<file path="src/rtl/dut_bus_arbiter.sv">
// rtl/dut_bus_arbiter.sv - two-requester round-robin arbiter for the DUT parallel data port
// Optional DUT_BUS_STRAY_CNT_EN adds stray_cnt_o, a saturating count of result pulses seen outside WAIT.

module dut_bus_arbiter #(
  parameter int DATA_W    = 8,
  parameter int TIMEOUT_W = 8,
  parameter int TIMEOUT   = 200
) (
  input  logic                  clk,
  input  logic                  rst_n,
  input  logic [1:0]            req_i,
  input  logic [1:0]            mode_i,
  input  logic [1:0]            rst_addr_i,
  input  logic [2*DATA_W-1:0]   data_i,
  output logic [1:0]            gnt_o,
  output logic [1:0]            rsp_v_o,
  output logic [DATA_W-1:0]     rsp_data_o,
  output logic                  rsp_err_o,
  output logic                  busy_o,
  output logic [DATA_W-1:0]     dut_data_o,
  output logic                  dut_data_v_o,
  output logic                  dut_mode_o,
  output logic                  dut_rst_addr_o,
  input  logic [DATA_W-1:0]     dut_res_i,
  input  logic                  dut_res_v_i
`ifdef DUT_BUS_STRAY_CNT_EN
  ,
  output logic [7:0]            stray_cnt_o
`endif
);

  typedef enum logic [1:0] {
    IDLE  = 2'd0,
    ISSUE = 2'd1,
    WAIT  = 2'd2,
    RESP  = 2'd3
  } state_t;

  localparam logic [TIMEOUT_W-1:0] CNT_LAST = TIMEOUT_W'(TIMEOUT - 1);

  state_t               state;
  logic                 ptr;
  logic                 owner;
  logic [TIMEOUT_W-1:0] cnt;
  logic                 win;
  logic [DATA_W-1:0]    win_data;

  // On a tie the pointer side wins; a lone requester always wins.
  assign win      = (&req_i) ? ptr : req_i[1];
  assign win_data = win ? data_i[2*DATA_W-1:DATA_W] : data_i[DATA_W-1:0];

  always_ff @(posedge clk) begin
    if (!rst_n) begin
      state          <= IDLE;
      ptr            <= 1'b0;
      owner          <= 1'b0;
      cnt            <= '0;
      gnt_o          <= 2'b00;
      rsp_v_o        <= 2'b00;
      rsp_data_o     <= '0;
      rsp_err_o      <= 1'b0;
      busy_o         <= 1'b0;
      dut_data_o     <= '0;
      dut_data_v_o   <= 1'b0;
      dut_mode_o     <= 1'b0;
      dut_rst_addr_o <= 1'b0;
    end else begin
      case (state)
        IDLE: begin
          if (|req_i) begin
            owner          <= win;
            gnt_o          <= {win, ~win};
            dut_data_v_o   <= 1'b1;
            dut_data_o     <= win_data;
            dut_mode_o     <= mode_i[win];
            dut_rst_addr_o <= rst_addr_i[win];
            busy_o         <= 1'b1;
            state          <= ISSUE;
          end
        end
        ISSUE: begin
          gnt_o          <= 2'b00;
          dut_data_v_o   <= 1'b0;
          dut_data_o     <= '0;
          dut_mode_o     <= 1'b0;
          dut_rst_addr_o <= 1'b0;
          // dut_mode_o still carries the latched mode during ISSUE.
          if (dut_mode_o) begin
            cnt   <= '0;
            state <= WAIT;
          end else begin
            ptr    <= ~owner;
            busy_o <= 1'b0;
            state  <= IDLE;
          end
        end
        WAIT: begin
          cnt <= cnt + 1'b1;
          if (dut_res_v_i) begin
            rsp_v_o    <= {owner, ~owner};
            rsp_data_o <= dut_res_i;
            rsp_err_o  <= 1'b0;
            state      <= RESP;
          end else if (cnt == CNT_LAST) begin
            rsp_v_o    <= {owner, ~owner};
            rsp_data_o <= '0;
            rsp_err_o  <= 1'b1;
            state      <= RESP;
          end
        end
        RESP: begin
          rsp_v_o   <= 2'b00;
          rsp_err_o <= 1'b0;
          ptr       <= ~owner;
          busy_o    <= 1'b0;
          state     <= IDLE;
        end
        default: state <= IDLE;
      endcase
    end
  end

`ifdef DUT_BUS_STRAY_CNT_EN
  always_ff @(posedge clk) begin
    if (!rst_n) begin
      stray_cnt_o <= 8'h00;
    end else if (dut_res_v_i && (state != WAIT) && (stray_cnt_o != 8'hFF)) begin
      stray_cnt_o <= stray_cnt_o + 8'h01;
    end
  end
`endif

endmodule

</file>
<file path="config.mk">
export PLATFORM = sky130hd
export DESIGN_NAME = dut_bus_arbiter
export DESIGN_NICKNAME = d
export VERILOG_FILES = /design/src/rtl/dut_bus_arbiter.sv
export SDC_FILE = /design/constraint.sdc
export NUM_CORES = 1
export LEC_CHECK = 0
export BUFFER_PORTS_ARGS = -buffer_cell sky130_fd_sc_hd__buf_2
export CAP_MARGIN = 20
export CORE_ASPECT_RATIO = 1.25
export CORE_UTILIZATION = 40
export DETAILED_ROUTE_END_ITERATION = 10
export PLACE_DENSITY_LB_ADDON = 0.1
export SYNTH_ARGS = -nofsm -noshare
export SYNTH_HDL_FRONTEND = slang
export SYNTH_SLANG_ARGS = --single-unit
</file>
<file path="constraint.sdc">
create_clock -name clk -period 4.7 [get_ports clk]
set_input_delay 0.47 -clock clk [delete_from_list [all_inputs] [get_ports clk]]
set_output_delay 0.47 -clock clk [all_outputs]
set_load 0.005 [all_outputs]
</file>
==> run metrics <==
outcome finished, final reports clean; delay of the slowest cell on the worst path 0.41 ns; count of clock tree sinks 37; top library cells by usage in the layout, fill and taps aside sky130_fd_sc_hd__buf_2 (57), sky130_fd_sc_hd__dfxtp_1 (37), sky130_fd_sc_hd__a22o_1 (16); worst slack, placed between 2 and 3 ns; area occupied by multi-input gates roughly 830 um^2; Clock Skew 0.00615 ns; Layout Cell Area excl Fill 2050 um^2; master cell of the clock root buffer sky130_fd_sc_hd__clkbuf_8; critical-path maximum fanout 8; number of buffers added for setup after CTS 0; post-synthesis net count 200; Worst R2R Setup Slack 2.89 ns; Port Buffers 57; clock latency on the worst-skew pair slightly below 0.3 ns; storage element area approximately 740 um^2; H-tree levels 2; top achievable clock speed 554 MHz; global-route congestion overflow total 0; Reg clk slew, reported paths 0.08 ns; maximum number of pins on one net before global-route repair 27; height of the chip roughly 73 um; Worst Hold Class input port to flop; die area 4300 um^2; Slew Limit Fails 0; number of buffers created by CTS 5; final critical-path required period ~1.8 ns; max-cap violations 0; placement row count 25; Synth area leaders sky130_fd_sc_hd__dfxtp_1 (46%), sky130_fd_sc_hd__a22o_1 (8.7%), sky130_fd_sc_hd__a21o_1 (3.7%), sky130_fd_sc_hd__nand2_1 (3.5%), sky130_fd_sc_hd__mux2i_1 (3.1%); post-layout instance count excluding filler cells between 200 and 300; initial core utilization 42.4%; number of hold violations in the final report 0; worst supply voltage drop on vdd 0.162 mV; average size of a mapped cell 9.74 um^2; Worst Setup Slack, final ~2.9 ns; dpl cells 268; most common library cell in the layout ignoring fill and taps sky130_fd_sc_hd__buf_2; post-detailed-route count of antenna-violating nets 0; Worst path top cell family by delay compound AO/OA/AOI/OAI gates; Detailed Place HPWL between 2000 and 3000 um; horizontal die dimension 58.9 um; cell type with the largest total area after synthesis sky130_fd_sc_hd__dfxtp_1; number of search-and-repair iterations in the first detailed-routing pass 4; first-pass GRT wire length 6320 um; leakage 0.999 nW; number of diodes 0; setup TNS 0 ns; crit end category flop; transition time of the tightest slew-check pin 0.695 ns; Nets about 260; detail-routed net length per standard cell between 10 and 15 um; Data required, critical path 4.88 ns; CTS tree built; number of enable flip-flop cells after synthesis 0; Post-synth top flop sky130_fd_sc_hd__dfxtp_1; initial detailed-routing violation count 44; setup repair after global routing missed its margin false; Tot GR Track Use between 10% and 20%; headroom to the max-slew limit 53.6%; Routed WL 3670 um; core area ~3800 um^2; ratio of total power to cell area 342 nW/um^2; number of global-route vias before repair 1435; total number of vias 1449; slowest cell on the critical path sky130_fd_sc_hd__dfxtp_1; maximum buffer depth of the clock tree 2; number of hold buffers added after CTS 0; final core occ 53.7%; data arrival time of the worst path 1.99 ns; share of cells above drive strength 1 33.3%; Vias per Instance 5.25; Placement Cell Area slightly below 2000 um^2; initial antenna violation count 0; post-synthesis async set-or-reset flop share 0%; global placement routability congestion about 0.74; cells resized by post-CTS repair 0; Final Cycle Share 38.4%; type of element launching the critical path flop; Boundary Pins 58; Syn. warnings 0; gate count after technology mapping 166; cells along the critical path ha_1, nand4_2, o41ai_4, a21boi_2, a22o_1; library cells used by synthesis 42; count of filler cells inserted in the layout approximately 390; final-report setup violation count 0; sequential element share of the synthesized area 45.8%; Crit Path Category flop to flop; layout overhead on the synthesized area 26.9%; buffers plus inverters on the worst setup path 0; share of Yosys cell area claimed by the top area cell type 45.8%; FF+latch count, synth 37; post-synthesis cell area 1620 um^2; DRC violations left 0
-- sequential cells by signal, indices dropped and copies added, names as in the netlist, 2 cells and up, named ones only --
signal,count
dut_data_o,8
cnt,8
rsp_data_o,8
rsp_v_o,2
gnt_o,2
-- routing by layer --
metal  up-vias  routed length (um)  GRT usage [%]
li1        729                   -              -
met4         0                  51           6.35
met2        40                1810           33.2
met1       674                1640           22.4
met5         -                   0              0
met3         6                 164           4.79
-- power breakdown --
part,total (mW),switching (mW),internal (mW)
logic,0.0722,0.0348,0.0374
registers,0.342,0.0136,0.328
clock network,0.287,0.115,0.173
total,0.701,0.163,0.538
-- synthesized netlist by cell type, types with 5 or more instances --
| master | number |
|---|---|
| sky130_fd_sc_hd__clkbuf_1 | 5 |
| sky130_fd_sc_hd__nor2_1 | 5 |
| sky130_fd_sc_hd__a22o_1 | 16 |
| sky130_fd_sc_hd__a21o_1 | 8 |
| sky130_fd_sc_hd__mux2i_1 | 5 |
| sky130_fd_sc_hd__and2_1 | 5 |
| sky130_fd_sc_hd__nand2_1 | 15 |
| sky130_fd_sc_hd__o21ai_0 | 9 |
| sky130_fd_sc_hd__nand4_1 | 5 |
| sky130_fd_sc_hd__a21oi_1 | 7 |
| sky130_fd_sc_hd__dfxtp_1 | 37 |
| sky130_fd_sc_hd__a21boi_0 | 5 |
-- per-stage QoR --
step                      power, mW  hold slack [ns]
after global routing          0.732            0.361
after global placement        0.419            0.434
after detailed placement      0.422            0.450
after CTS                     0.710            0.360
final                         0.701            0.367
after floorplan               0.388            0.438
-- worst register-to-register path: cells and delay by family, from the launching register on --
family,cells,cell delay (ns)
adders and majority gates,1,0.27
and+or+nand+nor,1,0.17
AOI/OAI and AO/OA,3,0.86
DFF,1,0.41
-- final timing paths --
path	from	cells after the start	endpoint
max reg2reg	cnt[0]	5	rsp_data_o[5]
max	cnt[0]	5	rsp_data_o[5]
min reg2reg	dut_data_o[2]	2	dut_data_o[2]
min	data_i[4]	2	dut_data_o[4]
-- cells by family after synthesis --
family / Yosys count / share of synthesized area, %
compound gates: 56 / 26.8
flops: 37 / 45.8
simple gates: 55 / 20.4
mux: 5 / 3.10
buf+inv: 12 / 3.10
fa+ha+maj: 1 / 0.774
-- final cells by class --
class                      instances  share of cell area (%)
multi-input combinational        117                    40.3
sequential                        37                    36.1
timing repair buffer              57                    13.9
clock buffer                       6                    4.03
tap                               54                    3.29
clock inverter                     2                    1.83
inverter                           3                   0.549
Note: power is estimated with default switching activity, not from simulation.
